<file path="src/rtl/hh_counter24.sv">
// Hour registers (clock and alarm, BCD 00-23) with a selectable two-digit display,
// a day-wrap carry pulse and a timed alarm-ring FSM.
module hh_counter24 #(
    parameter int RING_CYCLES = 1000,
    parameter int RING_W      = 16
) (
    input  logic       ck,
    input  logic       reset,
    input  logic       up_clock24,
    input  logic       up_alarm24,
    input  logic       clock_alarm,
    input  logic       alarm_en,
    input  logic       alarm_off,
    output logic [1:0] hh_tens,
    output logic [3:0] hh_units,
    output logic       carry_24,
    output logic       alarm_ring
);

    typedef enum logic {
        IDLE = 1'b0,
        RING = 1'b1
    } state_t;

    localparam logic [RING_W-1:0] RING_LAST = RING_W'(RING_CYCLES - 1);

    // Hours are packed {tens[1:0], units[3:0]}, so 23 is 6'h23 in BCD
    function automatic logic [5:0] inc_hour(input logic [5:0] h);
        logic [5:0] r;
        if (h == 6'h23) begin
            r = 6'h00;
        end else if (h[3:0] == 4'd9) begin
            r = {h[5:4] + 2'd1, 4'd0};
        end else begin
            r = {h[5:4], h[3:0] + 4'd1};
        end
        return r;
    endfunction

    logic [5:0]        clk_hh_q, clk_hh_d;
    logic [5:0]        alm_hh_q, alm_hh_d;
    logic [5:0]        clk_inc_s, alm_inc_s, disp_s;
    logic              carry_q, carry_d;
    state_t            state_q, state_d;
    logic [RING_W-1:0] ring_cnt_q, ring_cnt_d;
    logic              trigger_s;

    // Hour register next-state, carry detection and display select
    always_comb begin
        clk_inc_s = inc_hour(clk_hh_q);
        alm_inc_s = inc_hour(alm_hh_q);
        if (up_clock24) begin
            clk_hh_d = clk_inc_s;
        end else begin
            clk_hh_d = clk_hh_q;
        end
        if (up_alarm24) begin
            alm_hh_d = alm_inc_s;
        end else begin
            alm_hh_d = alm_hh_q;
        end
        carry_d = up_clock24 && (clk_hh_q == 6'h23);
        if (clock_alarm) begin
            disp_s = clk_hh_q;
        end else begin
            disp_s = alm_hh_q;
        end
    end

    // Only a clock-hour step landing on the (pre-update) alarm hour triggers
    assign trigger_s = alarm_en && up_clock24 && (clk_inc_s == alm_hh_q);

    // Alarm FSM next-state and ring timeout counter
    always_comb begin
        state_d    = state_q;
        ring_cnt_d = ring_cnt_q;
        case (state_q)
            IDLE: begin
                if (!alarm_off && trigger_s) begin
                    state_d    = RING;
                    ring_cnt_d = {RING_W{1'b0}};
                end else begin
                    state_d    = IDLE;
                end
            end
            RING: begin
                if (alarm_off || !alarm_en || (ring_cnt_q == RING_LAST)) begin
                    state_d    = IDLE;
                    ring_cnt_d = {RING_W{1'b0}};
                end else begin
                    ring_cnt_d = ring_cnt_q + {{(RING_W-1){1'b0}}, 1'b1};
                end
            end
            default: begin
                state_d    = IDLE;
                ring_cnt_d = {RING_W{1'b0}};
            end
        endcase
    end

    // State registers
    always_ff @(posedge ck or negedge reset) begin
        if (!reset) begin
            clk_hh_q   <= 6'h00;
            alm_hh_q   <= 6'h00;
            carry_q    <= 1'b0;
            state_q    <= IDLE;
            ring_cnt_q <= {RING_W{1'b0}};
        end else begin
            clk_hh_q   <= clk_hh_d;
            alm_hh_q   <= alm_hh_d;
            carry_q    <= carry_d;
            state_q    <= state_d;
            ring_cnt_q <= ring_cnt_d;
        end
    end

    assign hh_tens    = disp_s[5:4];
    assign hh_units   = disp_s[3:0];
    assign carry_24   = carry_q;
    assign alarm_ring = (state_q == RING);

endmodule

</file>
<file path="config.mk">
export PLATFORM = sky130hd
export DESIGN_NAME = hh_counter24
export DESIGN_NICKNAME = d
export VERILOG_FILES = /design/src/rtl/hh_counter24.sv
export SDC_FILE = /design/constraint.sdc
export NUM_CORES = 1
export LEC_CHECK = 0
export ABC_CLOCK_PERIOD_IN_PS = 5700
export CAP_MARGIN = 5
export CORE_MARGIN = 3
export CORE_UTILIZATION = 60
export DETAILED_ROUTE_END_ITERATION = 10
export PLACE_DENSITY = 0.84
export SLEW_MARGIN = 20
export SYNTH_ARGS = -nofsm -noshare
export SYNTH_HDL_FRONTEND = slang
export SYNTH_SLANG_ARGS = --single-unit
export TNS_END_PERCENT = 50
</file>
<file path="constraint.sdc">
create_clock -name ck -period 5.7 [get_ports ck]
set_input_delay 1.71 -clock ck [delete_from_list [all_inputs] [get_ports ck]]
set_output_delay 1.71 -clock ck [all_outputs]
set_load 0.02 [all_outputs]
</file>
Word-level counts from Yosys, hierarchy flattened
Index checks and enable logic that the tools add are counted.

word-level totals
  flip-flop bits (word level) = 30
  latch bits = 0
  memory bits (writable) = 0
  memory bits (read-only) = 0
  word-level logic and storage cells = 40
  memories = 0

cells by class
  add/sub/neg operators = 5
  multiply operators = 0
  div/mod/pow operators = 0
  order comparisons = 0
  eq/ne operators = 7
  shift-type cells = 0
  muxes and demuxes = 11
  bitwise gates (word level) = 1
  reduce and logical (&&, ||, !) cells = 10

operator list
  operator                                          count
  2-to-1 mux 16 bit                                 2
  one-hot mux 16 bit (2 select lines)               1
  2-to-1 mux 6 bit                                  5
  adder 16 x 1 -> 16 bit (second input constant)    1
  == test 16 x 10 -> 1 bit (second input constant)  1
  == test 6 bit (second input constant)             2
  adder 4 x 1 -> 4 bit (second input constant)      2
  == test 4 bit (second input constant)             2
  == test 6 bit                                     1
  adder 2 x 1 -> 2 bit (second input constant)      2
  logical AND 1 bit                                 4
  zero test 1 bit                                   2
  logical OR 1 bit                                  2
  2-to-1 mux 1 bit                                  2
  != test 2 bit (second input constant)             1
  one-hot mux 1 bit (2 select lines)                1
  AND reduction 2 bit                               1
  nonzero test 2 bit                                1
  NOT 1 bit                                         1

Logic depth before layout (Yosys ltp)
  depth in word-level cells = 8
  mapped depth = 10
  depth with buffers taken out = 8

Worst setup path before layout
Ideal clock, no wire load.

  path type = input port to output port
  start = in clock_alarm
  end = out hh_tens[1]
  data arrival time = 2.399 ns
  setup slack = 1.591 ns
  cell stages on the path = 2
  cell sequence = clkbuf_1 > o21ai_0

on the way
  word-level cells in the longest chain between the ends = 1

RTL lines
  element           RTL line  source
  from (decl)       11        input logic clock_alarm,
  2-to-1 mux 6 bit  63        if (clock_alarm) begin
  to (decl)         14        output logic [1:0] hh_tens,

Every way passes these cells.

Worst setup path after layout
  start = in clock_alarm
  end = out hh_units[0]

on the way
  word-level cells in the longest chain between the ends = 1

RTL lines
  element           RTL line  source
  2-to-1 mux 6 bit  63
  to (decl)         15        output logic [3:0] hh_units,

Every way passes these cells.

==> impl_results.md <==
* Final setup fails at 0
* Iteration-0 DRC Markers at 164
* EDFF count, synth at 0
* Most instantiated library cell after synthesis: dfrtp_1
* CP Depth at 3
* CP Cell Sequence: clkdlybuf4s50_1 -> mux2_2 -> clkdlybuf4s50_1
* Via Count at 1754
* Post-cts hold buffer count at 0
* Lkg Pwr at 0.8841 nW
* CTS Root Cell: clkbuf_4
* Crit end category: output port
* Pins over their slew limit at 0
* Worst Tran Pin Value at 0.6533 ns
* Dpl ws at ~0.7 ns
* Leading area contributor after synthesis: dfrtp_1
* Worst hold slack at 0.5168 ns
* Antenna Violating Nets Remaining at 0
* Clock Sinks at 30
* IO Pins at 15
* Crit start category: input pin
* DRT Wirelength at between 4000 and 5000 um
* CTS clk-pin slew, worst paths at around 0.1 ns
* Filler cells at roughly 220
* Initial antenna violation count at 0
* Share of cells above drive strength 1 at 0.08898
* # DRC at 0
* Data arrival time of the critical path at 3.30 ns
* Maximum clock path buffer count at 2
* Finished Layout Cells at 278
* H-tree lvl count at 2
* Synth Warn # at 0
* Via density at around 6.3
* Syn nets at about 240
* Clock skew at roughly 0.013 ns
* Crit path kind: input pin to output port
* Worst R2R Start: clk_hh_q[0]$_DFFE_PN0P_
* Seq/Total Area, Yosys at 0.3899
* First-pass GRT wire length at about 7500 um
* Setup repair bufs after CTS at 0
* # rows at 19
* Area Overhead vs Synth at 13.39%
* Full die area at 3925 um^2
* Avg WL per Cell at 15.74 um
* Reg2reg setup slack at ~3.1 ns
* Highest Clock Rate at 199.5 MHz
* Worst path max stage delay at 0.66 ns
* Clock latency on the worst-skew pair at between 0.3 and 0.4 ns
* Dpl cells at 270
* RSZ-0062 raised after global routing: no
* HP Class: flip-flop to flip-flop
* CTS tree: built
* Number of synthesized register bits at 30
* Max FO, Critical Path at 10
* Vias in the first global route at ~1.6k
* Main flop type after synthesis: dfrtp_1
* Antenna Cells at 0
* Critical Path Source: clock_alarm
* Most used cell, CP: clkdlybuf4s50_1
* Asr flop ratio synth at 1.000
* RR Endpoint: ring_cnt_q[8]$_DFFE_PN0P_
* Final WS setup at 0.6887 ns
* Port bufs at 14
* Max-Cap Viols at 0
* Core Region at 2900 um^2
* WP data required at 3.99 ns
* CTS resizes at 0
* Mean post-synth cell area at around 8.6 um^2
* Total congestion overflow at 0
* Hpwl dp at around 3100 um
* Slowest CP cell: clkdlybuf4s50_1
* Tot GR Track Use at 0.2374
* Die Y at roughly 63 um
* Peak supply drop at 0.0003769 V
* Pre-antenna DRT Iters at 4
* Final RePlAce weighted congestion at 0.9102
* Worst slew margin at 0.5631
* Buf+Inv Stages, Crit Path at 2
* CTS buffer count at 5
* Crit-path leading delay family: buffers and inverters
* Most frequent cells after synthesis: 30 x dfrtp_1, 27 x nand2_1, 18 x a21oi_1
* Period utilization at 0.8792
* Pwr Density at 423.4 nW/um^2
* Initial Util at 0.6639
* Synth Cell Area at 1926 um^2
* DIE WIDTH at 62.65 um
* Synth area leaders: dfrtp_1 39%, nand2_1 5.3%, a21oi_1 4.7%, ha_1 3.2%, nand3_1 2.9%
* Syn Inst Count at 224
* Layout Nets at 247
* Final Hold Viols at 0
* Top-area cell type share of the netlist area at 0.3899
* Critical Path Sink: hh_units[0]
* Setup TNS at 0 ns
* Largest net degree at the start of global routing at 31
* Reg2reg path depth at 7
* Yosys cell types at 52
* Final min period at 5.011 ns
* Status: finished clean
-- metal layers --
metal	part of all wire	GRT usage	vias to the layer above
li1	-	-	842
met1	0.44	0.3172	838
met2	0.47	0.3728	63
met3	0.071	0.04676	11
met4	0.020	0.1047	0
met5	0	0	-
-- flip-flops by register name (all words and copies together) (netlist names) --
name        flops
alarm_ring      1
alm_hh_q        6
carry_24        1
clk_hh_q        6
ring_cnt_q     16
-- cell type report --
cell class,instances,area [um^2],share of cell area
Multi-Input combinational cell,169,1065,0.4877
Sequential cell,30,750.7,0.3438
Timing Repair Buffer,16,155.1,0.07106
Clock inverter,2,60.06,0.02751
Tap cell,42,52.55,0.02407
Clock buffer,6,51.30,0.02350
Inverter,13,48.80,0.02235
-- cell usage in the layout, fill, tap and decap left out, types with 3 or more instances in the layout --
| cell | n |
|---|---|
| nand3_1 | 11 |
| nor3_1 | 7 |
| mux2_2 | 4 |
| a31oi_1 | 8 |
| or3_1 | 4 |
| nand2_1 | 27 |
| o21a_1 | 3 |
| nor2_1 | 14 |
| nand4_1 | 6 |
| inv_1 | 13 |
| o21ai_0 | 10 |
| a21oi_1 | 18 |
| dfrtp_1 | 30 |
| ha_1 | 5 |
| clkbuf_4 | 5 |
| nand2b_1 | 6 |
| clkdlybuf4s50_1 | 14 |
| nor4_1 | 3 |
| o22ai_1 | 4 |
-- cells by family after synthesis --
kind of cell,after synthesis,synth area share
simple gates,93,0.2534
flops,30,0.3899
fa+ha+maj,5,0.03249
compound gates,62,0.2196
xor+xnor,3,0.01365
mux,6,0.03379
buf+inv,25,0.05718
-- metrics by stage --
stage,total power [mW],cell area [um^2],util
2_1_floorplan,0.5947,1926,-
3_3_place_gp,0.6652,2072,0.7144
3_5_place_dp,0.6939,2072,0.7144
4_1_cts,0.9226,2183,0.7528
5_1_grt,0.9825,2183,0.7528
6_report,0.9244,2183,0.7528
-- power breakdown --
group / switching (mW) / internal (mW) / leakage [nW] / total (mW)
sequential: 0.0958 / 0.261 / 0.369 / 0.357
combinational: 0.179 / 0.160 / 0.457 / 0.340
clock: 0.0791 / 0.149 / 0.0585 / 0.228
total: 0.354 / 0.570 / 0.884 / 0.924
-- how the worst min path moves through the flow --
stage | startpoint | end | depth (start not counted)
finish | ring_cnt_q[9]$_DFFE_PN0P_ | ring_cnt_q[9]$_DFFE_PN0P_ | 1
global route | ring_cnt_q[9]$_DFFE_PN0P_ | ring_cnt_q[9]$_DFFE_PN0P_ | 1
CTS | ring_cnt_q[9]$_DFFE_PN0P_ | ring_cnt_q[9]$_DFFE_PN0P_ | 1
detailed placement | ring_cnt_q[9]$_DFFE_PN0P_ | ring_cnt_q[9]$_DFFE_PN0P_ | 1
global placement | ring_cnt_q[9]$_DFFE_PN0P_ | ring_cnt_q[9]$_DFFE_PN0P_ | 1
floorplan | ring_cnt_q[9]$_DFFE_PN0P_ | ring_cnt_q[9]$_DFFE_PN0P_ | 1
No activity file was read; power rests on OpenSTA's default activity.
